## src/rtl/mem_access_stage.sv

```systemverilog
// Memory stage of the five-stage RISC-V pipeline.
// Holds the Execute->Memory and Memory->Writeback registers and sequences each
// load/store through a variable-latency req/ack data-memory handshake, stalling
// upstream and injecting writeback bubbles while an access is outstanding.
`timescale 1ns/1ps
module mem_access_stage #(
  parameter int TIMEOUT = 16,
  parameter int DATA_W  = 32
) (
  input  logic              clk,
  input  logic              rst,
  input  logic              RegWriteE,
  input  logic              MemWriteE,
  input  logic [1:0]        ResultSrcE,
  input  logic [4:0]        RD_E,
  input  logic [DATA_W-1:0] ALUResultE,
  input  logic [DATA_W-1:0] WriteDataE,
  input  logic [DATA_W-1:0] PCPlus4E,
  output logic              stallM,
  output logic              RegWriteM,
  output logic [4:0]        RD_M,
  output logic [DATA_W-1:0] ALUResultM,
  output logic              dmem_req,
  output logic              dmem_we,
  output logic [DATA_W-1:0] dmem_addr,
  output logic [DATA_W-1:0] dmem_wdata,
  input  logic [DATA_W-1:0] dmem_rdata,
  input  logic              dmem_ack,
  output logic              RegWriteW,
  output logic [4:0]        RD_W,
  output logic [DATA_W-1:0] ResultW,
  output logic              timeout_err
);

  // Counter must hold TIMEOUT-1; keep at least 4 bits.
  localparam int CNT_W = ($clog2(TIMEOUT) > 4) ? $clog2(TIMEOUT) : 4;
  localparam logic [CNT_W-1:0] CNT_LAST = CNT_W'(TIMEOUT - 1);
  localparam logic [CNT_W-1:0] CNT_ONE  = CNT_W'(1);

  localparam logic [0:0] ST_IDLE = 1'b0;
  localparam logic [0:0] ST_WAIT = 1'b1;

  // Writeback source select: 01 memory, 10 PC+4, 00/11 ALU.
  function automatic logic [DATA_W-1:0] wb_select(
    input logic [1:0]        src,
    input logic [DATA_W-1:0] alu,
    input logic [DATA_W-1:0] mem,
    input logic [DATA_W-1:0] pc4
  );
    logic [DATA_W-1:0] r;
    case (src)
      2'b01:   r = mem;
      2'b10:   r = pc4;
      default: r = alu;
    endcase
    return r;
  endfunction

  logic              mem_write_m;
  logic [1:0]        result_src_m;
  logic [DATA_W-1:0] write_data_m;
  logic [DATA_W-1:0] pc_plus4_m;

  logic [0:0]        state;
  logic [CNT_W-1:0]  wait_cnt;

  logic              memop_m;
  logic              timeout_hit;
  logic              access_done;
  logic [DATA_W-1:0] load_data;

  // Stores, and loads (writeback from memory without a store), use the memory port.
  assign memop_m     = mem_write_m | (result_src_m == 2'b01);
  // Timeout only fires in WAIT on the last allowed cycle; an ack there wins.
  assign timeout_hit = (state == ST_WAIT) && !dmem_ack && (wait_cnt == CNT_LAST);
  assign access_done = dmem_ack | timeout_hit;
  assign stallM      = memop_m & ~access_done;
  assign load_data   = timeout_hit ? '0 : dmem_rdata;

  assign dmem_req    = memop_m;
  assign dmem_we     = mem_write_m;
  assign dmem_addr   = ALUResultM;
  assign dmem_wdata  = write_data_m;

  // E->M register: capture on every non-stalled edge, hold while stalled.
  always_ff @(posedge clk) begin
    if (rst) begin
      RegWriteM    <= 1'b0;
      mem_write_m  <= 1'b0;
      result_src_m <= 2'b00;
      RD_M         <= 5'd0;
      ALUResultM   <= '0;
      write_data_m <= '0;
      pc_plus4_m   <= '0;
    end else if (!stallM) begin
      RegWriteM    <= RegWriteE;
      mem_write_m  <= MemWriteE;
      result_src_m <= ResultSrcE;
      RD_M         <= RD_E;
      ALUResultM   <= ALUResultE;
      write_data_m <= WriteDataE;
      pc_plus4_m   <= PCPlus4E;
    end
  end

  // Access sequencer: IDLE is the first request cycle, WAIT counts further cycles.
  always_ff @(posedge clk) begin
    if (rst) begin
      state    <= ST_IDLE;
      wait_cnt <= '0;
    end else if (memop_m) begin
      if (state == ST_IDLE) begin
        if (!dmem_ack) begin
          state    <= ST_WAIT;
          wait_cnt <= CNT_ONE;
        end
      end else begin
        if (access_done) begin
          state    <= ST_IDLE;
          wait_cnt <= '0;
        end else begin
          wait_cnt <= wait_cnt + CNT_ONE;
        end
      end
    end
  end

  // Sticky timeout flag; only reset clears it.
  always_ff @(posedge clk) begin
    if (rst) begin
      timeout_err <= 1'b0;
    end else if (memop_m && timeout_hit) begin
      timeout_err <= 1'b1;
    end
  end

  // M->W register: result on completion, bubble on every stalled edge.
  always_ff @(posedge clk) begin
    if (rst) begin
      RegWriteW <= 1'b0;
      RD_W      <= 5'd0;
      ResultW   <= '0;
    end else if (stallM) begin
      RegWriteW <= 1'b0;
      RD_W      <= 5'd0;
      ResultW   <= '0;
    end else begin
      RegWriteW <= RegWriteM;
      RD_W      <= RD_M;
      ResultW   <= wb_select(result_src_m, ALUResultM, load_data, pc_plus4_m);
    end
  end

endmodule

```

## config.mk

```make
export PLATFORM = sky130hd
export DESIGN_NAME = mem_access_stage
export DESIGN_NICKNAME = d
export VERILOG_FILES = /design/src/rtl/mem_access_stage.sv
export SDC_FILE = /design/constraint.sdc
export NUM_CORES = 1
export LEC_CHECK = 0
export BUFFER_PORTS_ARGS = -buffer_cell sky130_fd_sc_hd__buf_2
export CAP_MARGIN = 20
export CELL_PAD_IN_SITES_DETAIL_PLACEMENT = 0
export CELL_PAD_IN_SITES_GLOBAL_PLACEMENT = 1
export CORE_UTILIZATION = 32
export CTS_BUF_LIST = sky130_fd_sc_hd__clkbuf_16
export DETAILED_ROUTE_END_ITERATION = 8
export PLACE_DENSITY_LB_ADDON = 0.1
export SLEW_MARGIN = 20
export SYNTH_ARGS = -nofsm -noshare
export SYNTH_HDL_FRONTEND = slang
export SYNTH_SLANG_ARGS = --single-unit
```

## constraint.sdc

```tcl
create_clock -name clk -period 1.75 [get_ports clk]
set_input_delay 0.35 -clock clk [delete_from_list [all_inputs] [get_ports clk]]
set_output_delay 0.35 -clock clk [all_outputs]
set_load 0.02 [all_outputs]
```

==> results.sh, run 1 <==
export IMPL_ys_top_cells_by_count="nand2_1, dfxtp_1, a21oi_1"
export IMPL_hpwl_um=12200
export IMPL_antenna_found_initial=0
export IMPL_yosys_warnings=0
export IMPL_crit_slowest_cell="dfxtp_2"
export IMPL_drive_above_1_share_pct=38.5
export IMPL_synthDistinctLibCells=31
export IMPL_die_w_um=136
export IMPL_crit_type="reg2out"
export IMPL_finalWeightedCongestion=0.864
export IMPL_path_clk_slew_ps=60
export IMPL_tightest_slew_ps=501
export IMPL_holdCritPathClass="in2reg"
export IMPL_p_leak_nw=3.84
export IMPL_total_power_mw=8.85
export IMPL_die_h_um=136
export IMPL_grt_pass1_wl_um=26900
export IMPL_relSlewSlack_pct=66.6
export IMPL_clock_latency_ps=410
export IMPL_rsz0062_at_grt="true"
export IMPL_nFillCells=1809
export IMPL_dp_cells=1136
export IMPL_cp_max_fo=2
export IMPL_grt_start_max_net_pins=54
export IMPL_syn_nets=829
export IMPL_multi_input_area_mm2=0.00234
export IMPL_setup_violations=0
export IMPL_grt_busiest_layer="met2"
export IMPL_arrival_ps=1350
export IMPL_register_area_mm2=0.00299
export IMPL_dieArea_mm2=0.0185
export IMPL_finalNonFillerCells=1173
export IMPL_grt_use_total_pct=18.8
export IMPL_num_rows=48
export IMPL_ioPinCount=284
export IMPL_crit_top_cell="inv_2"
export IMPL_cts_buffers=17
export IMPL_synth_area_mm2=0.00576
export IMPL_vias_per_cell=4.67
export IMPL_avgRoutedWirePerCell_um=15.2
export IMPL_htreeDepth=4
export IMPL_initial_core_util_pct=33.1
export IMPL_hold_violations=0
export IMPL_yosysMostFrequentCell="nand2_1"
export IMPL_synth_edf_count=0
export IMPL_synth_flop_cell="dfxtp_1"
export IMPL_clk_path_buf_depth=2
export IMPL_synth_seq_cells=149
export IMPL_post_route_period_util_pct=97.1
export IMPL_worstPathRequired_ps=1400
export IMPL_io_buffers=283
export IMPL_tritoncts="built"
export IMPL_overflow=0
export IMPL_status="completed"
export IMPL_setup_ws_ps=51.1
export IMPL_path_delay_family="flip-flops"
export IMPL_powerDensity_mw_per_mm2=1110
export IMPL_area_growth_pct=38.2
export IMPL_critPathCaptureType="output port"
export IMPL_final_setup_tns_ps=0
export IMPL_wl_um=17800
export IMPL_yosysSeqAreaShare_pct=51.8
export IMPL_ys_top_cells_by_area="dfxtp_1, nand2_1, a21oi_1"
export IMPL_use_met1_pct=22.9
export IMPL_nNetsFinal=1079
export IMPL_use_met3_pct=6.75
export IMPL_synth_top_area_cell="dfxtp_1"
export IMPL_netlist_instances=686
export IMPL_path_buf_inv=4
export IMPL_drc=0
export IMPL_path_cells="inv_2, ha_4, nor2_4, inv_2, nand2_4, clkinv_4, buf_6"
export IMPL_slowest_delay_ps=330
export IMPL_avgSynthCellArea_um2=8.39
export IMPL_dp_worst_setup_slack_ps=-20.7
export IMPL_root_buffer="clkbuf_16"
export IMPL_fin_hold_ws_ps=174
export IMPL_maxCapViolCount=0
export IMPL_skew_ps=6.46
export IMPL_dr_first_iter_drc_count=271
export IMPL_fmax_mhz=589
export IMPL_period_minus_slack_ps=1700
export IMPL_critPathLaunchType="flop"
export IMPL_ant_nets=0
export IMPL_core_area_mm2=0.0174
export IMPL_vias=5483
export IMPL_use_met2_pct=31.2
export IMPL_firstDrtPassIters=4
export IMPL_synth_top_area_share_pct=51.8
export IMPL_slew_violations=0
export IMPL_peakVddDrop_v=0.000643
export IMPL_ys_async_sr_fraction_pct=0
export IMPL_grt_pass1_vias=5308
export IMPL_cts_sinks=149
==> report_power, final <==
group | switching, mW | internal, mW
Sequential | 0.145 | 3.65
Clock | 1.38 | 2.05
Combinational | 0.973 | 0.657
==> path summary, 6_finish.rpt <==
| kind | startpoint | to | slack, ps | cells past startpoint |
|---|---|---|---|---|
| min reg2reg | dmem_wdata[31]$_SDFFE_PP0N_ | dmem_wdata[31]$_SDFFE_PP0N_ | 450 | 2 |
| max reg2reg | result_src_m[0]$_SDFFE_PP0N_ | wait_cnt[3]$_SDFFE_PP0P_ | 140 | 8 |
| max | result_src_m[1]$_SDFFE_PP0N_ | stallM | 50 | 7 |
| min | PCPlus4E[17] | pc_plus4_m[17]$_SDFFE_PP0N_ | 170 | 3 |
==> worst min-delay path: cells and delay by family <==
family | cells | cell delay, ps
AO/OA/AOI/OAI | 1 | 50
buffers and inverters | 1 | 90
AND/OR/NAND/NOR | 1 | 40
==> registers in the layout, indices dropped and copies added, names as in the netlist <==
register / count
ALUResultM: 32
RD_M: 5
RD_W: 5
RegWriteM: 1
RegWriteW: 1
ResultW: 32
dmem_wdata: 32
dmem_we: 1
pc_plus4_m: 32
result_src_m: 2
state: 1
timeout_err: 1
wait_cnt: 4
==> timing repair <==
item                                    4_1_cts  5_1_grt
gates resized for setup                      17        5
buffers inserted                              3        2
pin swaps                                     3        2
endpoints found under the hold margin         0        0
gates cloned                                  0        1
endpoints found under the setup margin        3       23
hold buffers                                  0        0
==> stage by stage <==
| stage | cell area [um^2] | util (%) |
|---|---|---|
| 3_5_place_dp | 7250 | 41.7 |
| 2_1_floorplan | 5760 | - |
| 3_3_place_gp | 7250 | 41.7 |
| 4_1_cts | 7890 | 45.3 |
| 5_1_grt | 7950 | 45.7 |
| 6_report | 7960 | 45.7 |
==> layout make-up <==
class	instances	area share (%)
Multi-Input combinational cell	450	29.4
Antenna cell	1	0.0315
Tap cell	225	3.54
Sequential cell	149	37.6
Inverter	5	0.299
Clock buffer	17	5.35
Timing Repair Buffer	313	22.3
Clock inverter	13	1.49
==> cells in the final DEF (no fill, tap or decap), types with 5 or more instances in the layout <==
cell type  count
a21oi_1      106
clkbuf_16     18
dfxtp_2        5
nor2_1         5
buf_12         6
and2_1         7
nand2_1      212
a221oi_1      22
a221oi_2      10
buf_2        280
buf_4         21
nor2b_1       33
dfxtp_1      144
nor3_1        33
==> logic make-up (layout without fill, tap and decap cells) <==
family / count (synthesis) / count (layout) / synth area share [%]
AO/OA/AOI/OAI: 147 / 147 / 16.4
adder cells (fa/ha/maj): 3 / 3 / 0.652
buffers and inverters: 87 / 348 / 8.69
flip-flops: 149 / 149 / 51.8
multiplexers: 1 / 1 / 0.174
other: 0 / 1 / 0
AND/OR/NAND/NOR: 299 / 299 / 22.3
==> routing by layer <==
metal  vias up  share of wire [%]
met4         0               0.80
met3         9                7.6
met5         -                  0
met1      2528                 44
li1       2761                  -
met2       185                 48
(Power assumes the default switching activity.)
==> run 2, diff against run 1 <==
--- a/config.mk
+++ b/config.mk
@@ -9,10 +9,11 @@
 export CAP_MARGIN = 20
 export CELL_PAD_IN_SITES_DETAIL_PLACEMENT = 0
 export CELL_PAD_IN_SITES_GLOBAL_PLACEMENT = 1
-export CORE_UTILIZATION = 32
-export CTS_BUF_LIST = sky130_fd_sc_hd__clkbuf_16
+export CORE_UTILIZATION = 33
+export CTS_BUF_LIST = sky130_fd_sc_hd__clkbuf_4
 export DETAILED_ROUTE_END_ITERATION = 8
 export PLACE_DENSITY_LB_ADDON = 0.1
+export SETUP_SLACK_MARGIN = 0.2
 export SLEW_MARGIN = 20
 export SYNTH_ARGS = -nofsm -noshare
 export SYNTH_HDL_FRONTEND = slang
==> run 2 against run 1 <==
- the flow now finishes with violations (setup timing)
- clock skew increased by 8.7 ps
- worst hold slack got worse by 140 ps
- setup slack got worse by 190 ps
- die area decreased by 3.0%
- global-route usage increased by 3.8 points
- clock-buffer cell count unchanged
- core utilization increased by 15 points
- sequential share of layout area decreased by 7.8 points
- critical path type unchanged
- largest cell class is now buffers
==> results.sh, run 2 (same netlist as run 1, synthesis figures left out) <==
export IMPL_final_setup_tns_ps=-2410
export IMPL_root_buffer="clkbuf_4"
export IMPL_period_minus_slack_ps=1890
export IMPL_slew_violations=0
export IMPL_nNetsFinal=1208
export IMPL_dieArea_mm2=0.0180
export IMPL_cts_buffers=17
export IMPL_arrival_ps=1540
export IMPL_holdCritPathClass="in2reg"
export IMPL_clkPwrFrac_pct=28.8
export IMPL_routed_top_layer="met4"
export IMPL_cp_max_fo=3
export IMPL_dr_wl_met3_um=1300
export IMPL_area_growth_pct=76.7
export IMPL_tightest_slew_ps=341
export IMPL_critPathCaptureType="output port"
export IMPL_status="finished with violations"
export IMPL_cts_sinks=149
export IMPL_io_buffers=283
export IMPL_wl_met2_um=12000
export IMPL_skew_ps=15.2
export IMPL_drive_above_1_share_pct=48.1
export IMPL_placed_cell_area_mm2=0.00721
export IMPL_crit_slowest_cell="dfxtp_2"
export IMPL_maxCapViolCount=0
export IMPL_core_area_mm2=0.0168
export IMPL_grt_pass1_wl_um=31700
export IMPL_htreeDepth=4
export IMPL_tritoncts="built"
export IMPL_wl_met1_um=10000
export IMPL_pwr_share_seq_pct=43.5
export IMPL_clk_path_buf_depth=2
export IMPL_vias_per_cell=4.83
export IMPL_avgRoutedWirePerCell_um=18.2
export IMPL_setup_ws_ps=-137
export IMPL_p_leak_nw=4.68
export IMPL_setup_violations=88
export IMPL_vias=6277
export IMPL_powerDensity_mw_per_mm2=865
export IMPL_dp_worst_setup_slack_ps=-20.4
export IMPL_dr_first_iter_drc_count=249
export IMPL_slowest_delay_ps=360
export IMPL_final_cell_mix="buf_2, nand2_1, dfxtp_1, a21oi_1, dlygate4sd3_1"
export IMPL_clock_latency_ps=550
export IMPL_worstPathRequired_ps=1400
export IMPL_grt_use_total_pct=22.7
export IMPL_path_cells="ha_4, a41oi_4, nand2_4, clkinv_8, buf_8"
export IMPL_hpwl_um=12500
export IMPL_finalWeightedCongestion=0.783
export IMPL_final_area_mm2=0.0102
export IMPL_p_int_mw=6.06
export IMPL_peakVddDrop_v=0.000427
export IMPL_hold_violations=0
export IMPL_antenna_found_initial=2
export IMPL_swShare_pct=31.2
export IMPL_combPwrFrac_pct=27.7
export IMPL_ant_nets=0
export IMPL_rsz0062_at_grt="true"
export IMPL_die_h_um=134
export IMPL_grt_start_max_net_pins=65
export IMPL_die_w_um=134
export IMPL_ioPinCount=284
export IMPL_drc=0
export IMPL_total_power_mw=8.81
export IMPL_violations="setup timing"
export IMPL_num_rows=47
export IMPL_fmax_mhz=530
export IMPL_wl_um=23600
export IMPL_crit_type="reg2out"
export IMPL_layout_commonest_cell="buf_2"
export IMPL_overflow=0
export IMPL_grt_pass1_vias=6049
export IMPL_switchingPower_mw=2.75
export IMPL_relSlewSlack_pct=77.2
export IMPL_initial_core_util_pct=34.2
export IMPL_fin_hold_ws_ps=36.9
export IMPL_firstDrtPassIters=5
export IMPL_path_clk_slew_ps=130
export IMPL_critPathLaunchType="flop"
export IMPL_post_route_period_util_pct=108
run 2: stage by stage:
stage	cells	util [%]
3_3_place_gp	1126	42.9
6_report	1300	60.5
5_1_grt	1300	60.5
2_1_floorplan	686	-
3_5_place_dp	1126	42.9
4_1_cts	1255	52.5
run 2: path summary, 6_finish.rpt:
check / startpoint / to / slack, ps / depth (start not counted)
worst min register to register: dmem_wdata[1]$_SDFFE_PP0N_ / dmem_wdata[1]$_SDFFE_PP0N_ / 460 / 2
worst max-delay path: wait_cnt[1]$_SDFFE_PP0P_ / stallM / -140 / 5
worst min-delay path: ALUResultE[6] / ALUResultM[6]$_SDFFE_PP0N_ / 40 / 3
worst max register to register: wait_cnt[1]$_SDFFE_PP0P_ / ResultW[1]$_SDFF_PP0_ / -60 / 9
run 2: critical path, delay by kind of cell (launching register included):
family,cells,cell delay (ps)
buffers and inverters,2,160
flip-flops,1,360
AO/OA/AOI/OAI,1,170
adder cells (fa/ha/maj),1,170
AND/OR/NAND/NOR,1,110
run 2: metal layers:
metal / vias to the layer above / track usage (%)
li1: 3031 / -
met1: 3007 / 27.4
met2: 222 / 39.3
met3: 17 / 5.86
met4: 0 / 6.80
met5: - / 0
run 2: timing repair:
action                                  4_1_cts  5_1_grt
hold buffers                                 86        4
gates resized for setup                      60      135
setup buffers                                 6       17
endpoints found under the hold margin        86        4
pin swaps                                     4       20
gates cloned                                  5       22
endpoints found under the setup margin      171      177
run 2: final cells by class:
| type | count | area (um^2) |
|---|---|---|
| repair buffers | 442 | 3570 |
| flip-flops and latches | 149 | 3030 |
| diodes | 2 | 5.00 |
| inverters | 5 | 31.3 |
| clock inverters | 15 | 210 |
| fillers | 1531 | 6640 |
| clock buffers | 17 | 128 |
| well taps | 220 | 275 |
| multi-input cells | 450 | 2920 |
run 2: power groups by stage:
stage	Combinational, mW	Clock [mW]	Sequential (mW)
6_report	2.44	2.54	3.83
4_1_cts	1.90	2.59	3.81
3_5_place_dp	1.58	0	3.87
3_3_place_gp	1.56	0	3.87
2_1_floorplan	0.771	0	4.09
5_1_grt	2.58	2.75	3.86
==> run 3, diff against run 2 <==
--- a/config.mk
+++ b/config.mk
@@ -13,7 +13,6 @@
 export CTS_BUF_LIST = sky130_fd_sc_hd__clkbuf_4
 export DETAILED_ROUTE_END_ITERATION = 8
 export PLACE_DENSITY_LB_ADDON = 0.1
-export SETUP_SLACK_MARGIN = 0.2
 export SLEW_MARGIN = 20
 export SYNTH_ARGS = -nofsm -noshare
 export SYNTH_HDL_FRONTEND = slang
==> run 3 against run 2 <==
- sequential share of layout area rose by 8.5 points
- flip-flop and latch count unchanged
- register-to-register slack better by 130 ps
- largest cell class is now registers
- first-iteration DRC count is 1.2% higher
- critical path type unchanged
- final area fell by 23%
- the run still ends with setup timing left
- clock skew is 1.7 ps higher
- global-route usage shrank 3.3 points
==> results.sh, run 3 (same netlist as run 1, synthesis figures left out) <==
export IMPL_status="finished with violations"
export IMPL_violations="setup timing"
export IMPL_path_delay_family="flip-flops"
export IMPL_final_setup_tns_ps=-166
export IMPL_drive_above_1_share_pct=37.9
export IMPL_clock_latency_ps=530
export IMPL_skew_ps=16.9
export IMPL_critPathCaptureType="output port"
export IMPL_num_rows=47
export IMPL_htreeDepth=4
export IMPL_slowest_delay_ps=370
export IMPL_dr_first_iter_drc_count=252
export IMPL_maxCapViolCount=0
export IMPL_crit_slowest_cell="dfxtp_2"
export IMPL_path_buf_inv=4
export IMPL_placed_cell_area_mm2=0.00722
export IMPL_rsz0062_at_grt="true"
export IMPL_slew_violations=0
export IMPL_firstDrtPassIters=4
export IMPL_overflow=0
export IMPL_setup_violations=2
export IMPL_crit_type="reg2out"
export IMPL_path_cells="inv_2, ha_4, nor2_4, inv_2, nand2_4, clkinv_4, buf_6"
export IMPL_arrival_ps=1490
export IMPL_grt_start_max_net_pins=57
export IMPL_ioPinCount=284
export IMPL_grt_pass1_wl_um=27200
export IMPL_area_growth_pct=35.5
export IMPL_avgRoutedWirePerCell_um=15.0
export IMPL_path_clk_slew_ps=110
export IMPL_critPathLaunchType="flop"
export IMPL_root_buffer="clkbuf_4"
export IMPL_fin_hold_ws_ps=54.9
export IMPL_period_minus_slack_ps=1840
export IMPL_cts_sinks=149
export IMPL_grt_use_total_pct=19.4
export IMPL_p_leak_nw=3.77
export IMPL_final_cell_mix="buf_2, nand2_1, dfxtp_1, a21oi_1"
export IMPL_tightest_slew_ps=866
export IMPL_initial_core_util_pct=34.2
export IMPL_hold_violations=0
export IMPL_setup_ws_ps=-87.5
export IMPL_wl_um=17700
export IMPL_peakVddDrop_v=0.000433
export IMPL_layout_commonest_cell="buf_2"
export IMPL_nNetsFinal=1092
export IMPL_vias=5526
export IMPL_post_route_period_util_pct=105
export IMPL_vias_per_cell=4.67
export IMPL_grt_pass1_vias=5156
export IMPL_dieArea_mm2=0.0180
export IMPL_powerDensity_mw_per_mm2=979
export IMPL_die_h_um=134
export IMPL_die_w_um=134
export IMPL_holdCritPathClass="in2reg"
export IMPL_cp_max_fo=3
export IMPL_tritoncts="built"
export IMPL_clk_path_buf_depth=2
export IMPL_worstPathRequired_ps=1400
export IMPL_antenna_found_initial=1
export IMPL_fmax_mhz=544
export IMPL_final_area_mm2=0.00780
export IMPL_drc=0
export IMPL_io_buffers=283
export IMPL_crit_top_cell="inv_2"
export IMPL_hpwl_um=12200
export IMPL_core_area_mm2=0.0168
export IMPL_ant_nets=0
export IMPL_finalWeightedCongestion=0.804
export IMPL_relSlewSlack_pct=42.3
export IMPL_cts_buffers=17
run 3: cell types whose count changed in the layout (fill, tap and decap cells not counted), sizes merged:
cell | before | now
clkinv | 6 | 7
buf | 333 | 311
bufinv | 5 | 3
clkbuf | 36 | 21
dlygate4sd3 | 90 | 15
inv | 5 | 4
diode | 2 | 1
clkinvlp | 4 | 2
run 3: per-stage QoR:
stage                     worst slack [ps]  util, %  total power [mW]  cells
after floorplan                        142        -              4.86    686
after global placement                14.0     42.9              5.43   1127
after detailed placement             -86.8     42.9              5.45   1127
after CTS                             -169     46.0              7.72   1177
after global routing                  -207     46.4              8.03   1183
final                                -87.5     46.4              7.64   1183
run 3: timing repair:
action | in CTS | in global routing
pin swaps | 3 | 1
buffers inserted | 6 | 2
endpoints found under the setup margin | 40 | 71
gates resized for setup | 16 | 5
hold buffers | 12 | 3
hold endpoints to repair | 12 | 3
run 3: worst reg2reg max path, cell delays in order, from the launching register on:
cell and delay (ps):
dfxtp_2 360, inv_1 60, ha_2 750, a221oi_1 240, nor3_1 210
run 3: power by group:
part	leakage, nW	internal [mW]	switching [mW]
sequential	1.23	3.65	0.148
clock	0.154	1.04	1.18
combinational	2.38	0.656	0.974
run 3: path summary, 6_finish.rpt:
check | start | endpoint | slack (ps) | depth (start not counted)
max | result_src_m[1]$_SDFFE_PP0N_ | stallM | -90 | 7
min | rst | timeout_err$_SDFFE_PP0P_ | 50 | 2
max reg2reg | result_src_m[0]$_SDFFE_PP0N_ | ResultW[2]$_SDFF_PP0_ | 70 | 4
min reg2reg | dmem_wdata[0]$_SDFFE_PP0N_ | dmem_wdata[0]$_SDFFE_PP0N_ | 460 | 2
run 3: area by class of cell:
class,instances,area [um^2]
multi-input combinational,450,2330
sequential,149,2990
tap,220,275
antenna,1,2.50
fill,1761,9010
clock inverter,11,134
inverter,5,23.8
clock buffer,21,158
timing repair buffer,326,1890
run 3: per-layer routing:
metal	routed length, um	track usage (%)
met5	0	0
met1	7790	24.3
met3	1300	5.90
met4	134	4.49
met2	8500	32.5
